--- src/rtl/cp0_exc_unit.sv ---
// Coprocessor-0 exception unit at the M stage: owns SR/Cause/EPC, decides when to
// take an interrupt or exception, and handles mtc0/mfc0/eret for those registers.
module cp0_exc_unit #(
  parameter logic [31:0] ERROR_ENTRY = 32'h0000_4180,
  parameter logic [4:0]  SR_ADDR     = 5'd12,
  parameter logic [4:0]  CAUSE_ADDR  = 5'd13,
  parameter logic [4:0]  EPC_ADDR    = 5'd14
) (
  input  logic        clk,
  input  logic        reset,
  input  logic [4:0]  A1,
  input  logic [4:0]  A2,
  input  logic [31:0] DIn,
  input  logic [31:0] PC,
  input  logic        BDIn,
  input  logic [4:0]  ExcCodeIn,
  input  logic [5:0]  HWInt,
  input  logic        EN,
  input  logic        EXLClr,
  output logic        req,
  output logic [31:0] DOut,
  output logic [31:0] EPCOut,
  output logic [31:0] EntryPC
);

  logic [5:0]  im_reg;
  logic        exl_reg;
  logic        ie_reg;
  logic        bd_reg;
  logic [5:0]  ip_reg;
  logic [4:0]  exc_code_reg;
  logic [31:0] epc_reg;

  logic        int_req;
  logic        exc_req;
  logic        sr_write;
  logic        epc_write;
  logic [31:0] pc_minus4;
  logic [31:0] sr_value;
  logic [31:0] cause_value;

  assign int_req   = (|(HWInt & im_reg)) & ie_reg & ~exl_reg;
  assign exc_req   = (ExcCodeIn != 5'd0) & ~exl_reg;
  assign req       = int_req | exc_req;
  assign pc_minus4 = PC - 32'd4;

  // A squashed M instruction (req=1) must not commit its mtc0/eret.
  assign sr_write  = EN & ~req & (A2 == SR_ADDR);
  assign epc_write = EN & ~req & (A2 == EPC_ADDR);

  always_ff @(posedge clk) begin
    if (reset) begin
      im_reg       <= 6'd0;
      exl_reg      <= 1'b0;
      ie_reg       <= 1'b0;
      bd_reg       <= 1'b0;
      ip_reg       <= 6'd0;
      exc_code_reg <= 5'd0;
      epc_reg      <= 32'd0;
    end else begin
      ip_reg <= HWInt;
      if (req) begin
        exc_code_reg <= int_req ? 5'd0 : ExcCodeIn;
        bd_reg       <= BDIn;
        epc_reg      <= BDIn ? {pc_minus4[31:2], 2'b00} : {PC[31:2], 2'b00};
        exl_reg      <= 1'b1;
      end else begin
        if (sr_write) begin
          im_reg <= DIn[15:10];
          ie_reg <= DIn[0];
        end
        // eret's clear of EXL beats a simultaneous SR write.
        if (EXLClr) begin
          exl_reg <= 1'b0;
        end else if (sr_write) begin
          exl_reg <= DIn[1];
        end
        if (epc_write) begin
          epc_reg <= {DIn[31:2], 2'b00};
        end
      end
    end
  end

  assign sr_value    = {16'd0, im_reg, 8'd0, exl_reg, ie_reg};
  assign cause_value = {bd_reg, 15'd0, ip_reg, 3'd0, exc_code_reg, 2'b00};

  always_comb begin
    DOut = 32'd0;
    if (A1 == SR_ADDR) begin
      DOut = sr_value;
    end else if (A1 == CAUSE_ADDR) begin
      DOut = cause_value;
    end else if (A1 == EPC_ADDR) begin
      DOut = epc_reg;
    end
  end

  assign EPCOut  = epc_reg;
  assign EntryPC = ERROR_ENTRY;

endmodule

--- config.mk ---
export PLATFORM = sky130hd
export DESIGN_NAME = cp0_exc_unit
export DESIGN_NICKNAME = d
export VERILOG_FILES = /design/src/rtl/cp0_exc_unit.sv
export SDC_FILE = /design/constraint.sdc
export NUM_CORES = 1
export LEC_CHECK = 0
export ABC_AREA = 1
export BUFFER_PORTS_ARGS = -buffer_cell sky130_fd_sc_hd__buf_2
export CELL_PAD_IN_SITES_DETAIL_PLACEMENT = 0
export CELL_PAD_IN_SITES_GLOBAL_PLACEMENT = 1
export CORE_MARGIN = 3
export CORE_UTILIZATION = 30
export DETAILED_ROUTE_END_ITERATION = 8
export PLACE_DENSITY = 0.9
export SLEW_MARGIN = 20
export SYNTH_ARGS = -nofsm -noshare
export SYNTH_HDL_FRONTEND = slang
export SYNTH_SLANG_ARGS = --single-unit
--- constraint.sdc ---
create_clock -name clk -period 2.1 [get_ports clk]
set_clock_uncertainty 0.1 [all_clocks]
set_input_delay 0.42 -clock clk [delete_from_list [all_inputs] [get_ports clk]]
set_output_delay 0.42 -clock clk [all_outputs]
set_load 0.03 [all_outputs]
[After elaboration in Yosys (flattened, before gate mapping)]
Index checks and enable logic that the tools add are counted.
Widths: inputs -> output; s select.
Storage, ports and cells
  bits in registers: 52
  output and inout port bits: 97
Cells by class
  add/subtract/negate cells: 1
  eq/ne operators: 5
  bitwise gates (word level): 10
  reduce and logical (&&, ||, !) cells: 5
  multiplexer cells: 10
Operator list (number)
  $mux 32: 6
  $sub 32x3->32 const B: 1
  $eq 5x4->1 const B: 5
  $and 1x1->1: 6
  $and 6x6->6: 1
  $reduce_or 6->1: 1
  $mux 5: 1
  $reduce_bool 5->1: 1
  $mux 1: 3
  $reduce_bool 3->1: 1
  $not 1->1: 2
  $reduce_and 2->1: 1
  $reduce_bool 2->1: 1
  $or 1x1->1: 1

[Logic depth before layout (Yosys ltp)]
  word-level depth: 11
  mapped depth: 14
  gate-level depth less buffers: 14

[Least setup slack after synthesis]
No wires, ideal clock.
  path type: in2out
  start point: input A1[0]
  end point: output DOut[21]
  path slack: 0.097 ns
  data required time: 1.580 ns
  arrival time: 1.483 ns
  buffers on the path: 1
  stages: 4
  cell sequence: nor2_1 -> nand4_1 -> clkbuf_1 -> nor2_1
On the way
  longest elaborated chain between the ends: 4
  elaborated cells on any way between the ends: 6
  those cells by class: eq/ne (3); mux (3)
RTL lines
  start: declaration: line 11  | input logic [4:0] A1,
  $eq 5x4->1: line 94  | end else if (A1 == EPC_ADDR) begin
  $mux 32: line 94
  $mux 32: line 92  | end else if (A1 == CAUSE_ADDR) begin
  $mux 32 *: line 90  | if (A1 == SR_ADDR) begin
  end: declaration: line 21  | output logic [31:0] DOut,
Every way passes the cells marked *; elsewhere a longest branch is shown, timed or not.

[Final worst setup path]
  start point: register im_reg[4]
  end point: output req
On the way
  longest elaborated chain between the ends: 5
RTL lines
  start: declaration: line 26  | logic [5:0] im_reg;
  start signal: assignment: line 69  | im_reg <= DIn[15:10];
  $and 6x6->6: line 42  | assign int_req = (|(HWInt & im_reg)) & ie_reg & ~exl_reg;
  $reduce_or 6->1: line 42
  $and 1x1->1 (2 in a row): line 42
  $or 1x1->1: line 44  | assign req = int_req | exc_req;
  end: declaration: line 20  | output logic req,
Every way passes these cells.

==> reports/results.ini <==
[clock_tree]
postCtsHoldBufs = 0
cts_root_buf = clkbuf_16
cts_resized = 0
post-cts-setup-buffer-count = 0
clock_path_buffers = 2
cts-htree-levels = 2
clock-sinks = 50
cts_buffers = 5
clock_latency_ns = 0.29
path_clk_slew_ns = 0.07
cts_tree = done

[synth]
synth_top_area_frac = 0.268
yosysWarnings = 0
synth_top_area_cell = dfxtp_1
synth-adder-area-share = 0.00335
ys_seq_area_frac = 0.268
synthXorXnorAreaFrac = 0.0399
synthTopCellsByArea = dfxtp_1, nand2_1, buf_4
synth-simple-area-share = 0.409
syn_area_um2 = 3730
synth_compound_area_frac = 0.0996
synthCells = 617
synth_top_family_by_area = simple AND/OR/NAND/NOR gates
synth_cell_types = 34
syn_avg_cell_area_um2 = 6.05
muxShareOfSynthArea = 0
yosys_register_bits = 50

[sta]
finalCritPeriodShare = 0.924
clock.fmax_mhz = 515
setup_viol = 0
maxSlewViolCount = 0
fin_hold_ws_ns = 0.246
fin_tns_setup_ns = 0
min_period_ns = 1.94
rsz0062_at_grt = no
hold_viol = 0

[power_and_ir_drop]
irDropWorstVdd_mv = 0.361
fin_total_pwr_mw = 2.78
power_density_nw_per_um2 = 582
p_leak_nw = 2.50

[worst_setup_path]
worstPathRequired_ns = 1.58
startpoint_type = flip-flop
crit_arrival_ns = 1.42
critical_path.max_fanout = 10
rr_worst_depth = 10
cp-end-kind = output pin
critical_path_class = reg2out

[die]
ioPinCount = 187
core_area_um2 = 12100
start_util = 0.309
die_y_um = 118
dieWidth_um = 118
die_area_um2 = 13800
rows = 40

[final_layout]
syn2layout_area_growth_pct = 27.9
final_cell_mix = nand2_1, buf_2, inv_1
largest_register_ffs = 30
antenna_cells = 0
layout-drive-gt1-share = 0.271
fin_nets = 858
fillers = 1362
final_common_cell = nand2_1

[route]
drt-total-wl_um = 12100
num_vias = 4013
firstDrtPassIters = 4
postRouteAntennaNets = 0
drc = 0
vias_per_cell = 4.29
avgRoutedWirePerCell_um = 12.9
first_iter_violations = 240

[global_route]
met1_usage = 0.229
grt_overflow = 0
grtUsageMet3 = 0.0332
busiest_layer = met2
use_met2 = 0.270
grt_usage = 0.166
first_global_vias = 3651
grt_first_pass_wirelength_um = 18900
antenna_found_initial = 1
grt_max_degree = 26

[run]
max_cap_viol_count = 0

[place]
io_buffers = 150
place_congestion = 0.911
dp_hpwl_um = 9950

[hold_path]
hold_path_depth = 3
hp-class = in2reg

[outcome]
status = complete, no violations

## final cells by class
| class | instances | area [µm²] | area share |
|---|---|---|---|
| clock inverters | 2 | 38.8 | 0.00813 |
| repair buffers | 165 | 901 | 0.189 |
| clock buffers | 6 | 139 | 0.0291 |
| inverters | 77 | 289 | 0.0606 |
| multi-input cells | 468 | 2190 | 0.460 |
| flip-flops and latches | 50 | 1000 | 0.210 |
| well taps | 168 | 210 | 0.0440 |
## cell usage after synthesis (all sizes together)
master,number
clkbuf,8
nor3,6
nand2,202
conb,2
nor3b,1
xnor2,3
nor2,76
o211a,1
xor2,14
ha,1
buf,46
a21oi,39
nand3b,1
nand3,49
dfxtp,50
a31oi,3
inv,77
a22o,2
nor4,2
nand4,11
o21ai,23
## metrics by stage
| step | utilization | setup WS [ns] | area, µm² | cells |
|---|---|---|---|---|
| final | 0.396 | 0.160 | 4770 | 936 |
| after global routing | 0.396 | 0.0318 | 4770 | 936 |
| after CTS | 0.396 | 0.136 | 4770 | 936 |
| after detailed placement | 0.381 | 0.158 | 4600 | 928 |
| after global placement | 0.381 | 0.187 | 4600 | 928 |
| after floorplan | - | 0.0972 | 3850 | 649 |
## per-layer routing
layer,part of all wire,vias up
li1,-,2154
met1,0.46,1738
met2,0.46,107
met3,0.068,12
met4,0.010,2
met5,0.0011,-
## final timing paths
kind | from | endpoint | slack (ns)
setup reg to reg | im_reg[4] | EPCOut[3] | 0.46
setup / recovery | im_reg[4] | req | 0.16
hold / removal | HWInt[0] | ip_reg[0] | 0.25
hold reg to reg | exc_code_reg[0] | exc_code_reg[0] | 0.37
## worst max-delay path, cell delays in order (launching register included)
cell and delay [ns]:
dfxtp_1 0.36, nand2_1 0.06, nand2_1 0.09, inv_2 0.04, nand2_1 0.09, nand3_2 0.11, nand2_4 0.15, buf_2 0.22
## cells by family (layout without fill, tap and decap cells)
family / after synthesis / after routing
buf+inv: 131 / 250
fa+ha+maj: 1 / 1
xor+xnor: 17 / 17
other cells: 2 / 34
compound gates: 68 / 68
flops: 50 / 50
simple gates: 348 / 348
## power by group
group | internal [mW] | total [mW] | switching, mW
Combinational | 0.226 | 0.737 | 0.510
Sequential | 1.02 | 1.07 | 0.0514
Clock | 0.600 | 0.970 | 0.370
(Power assumes the default switching activity.)
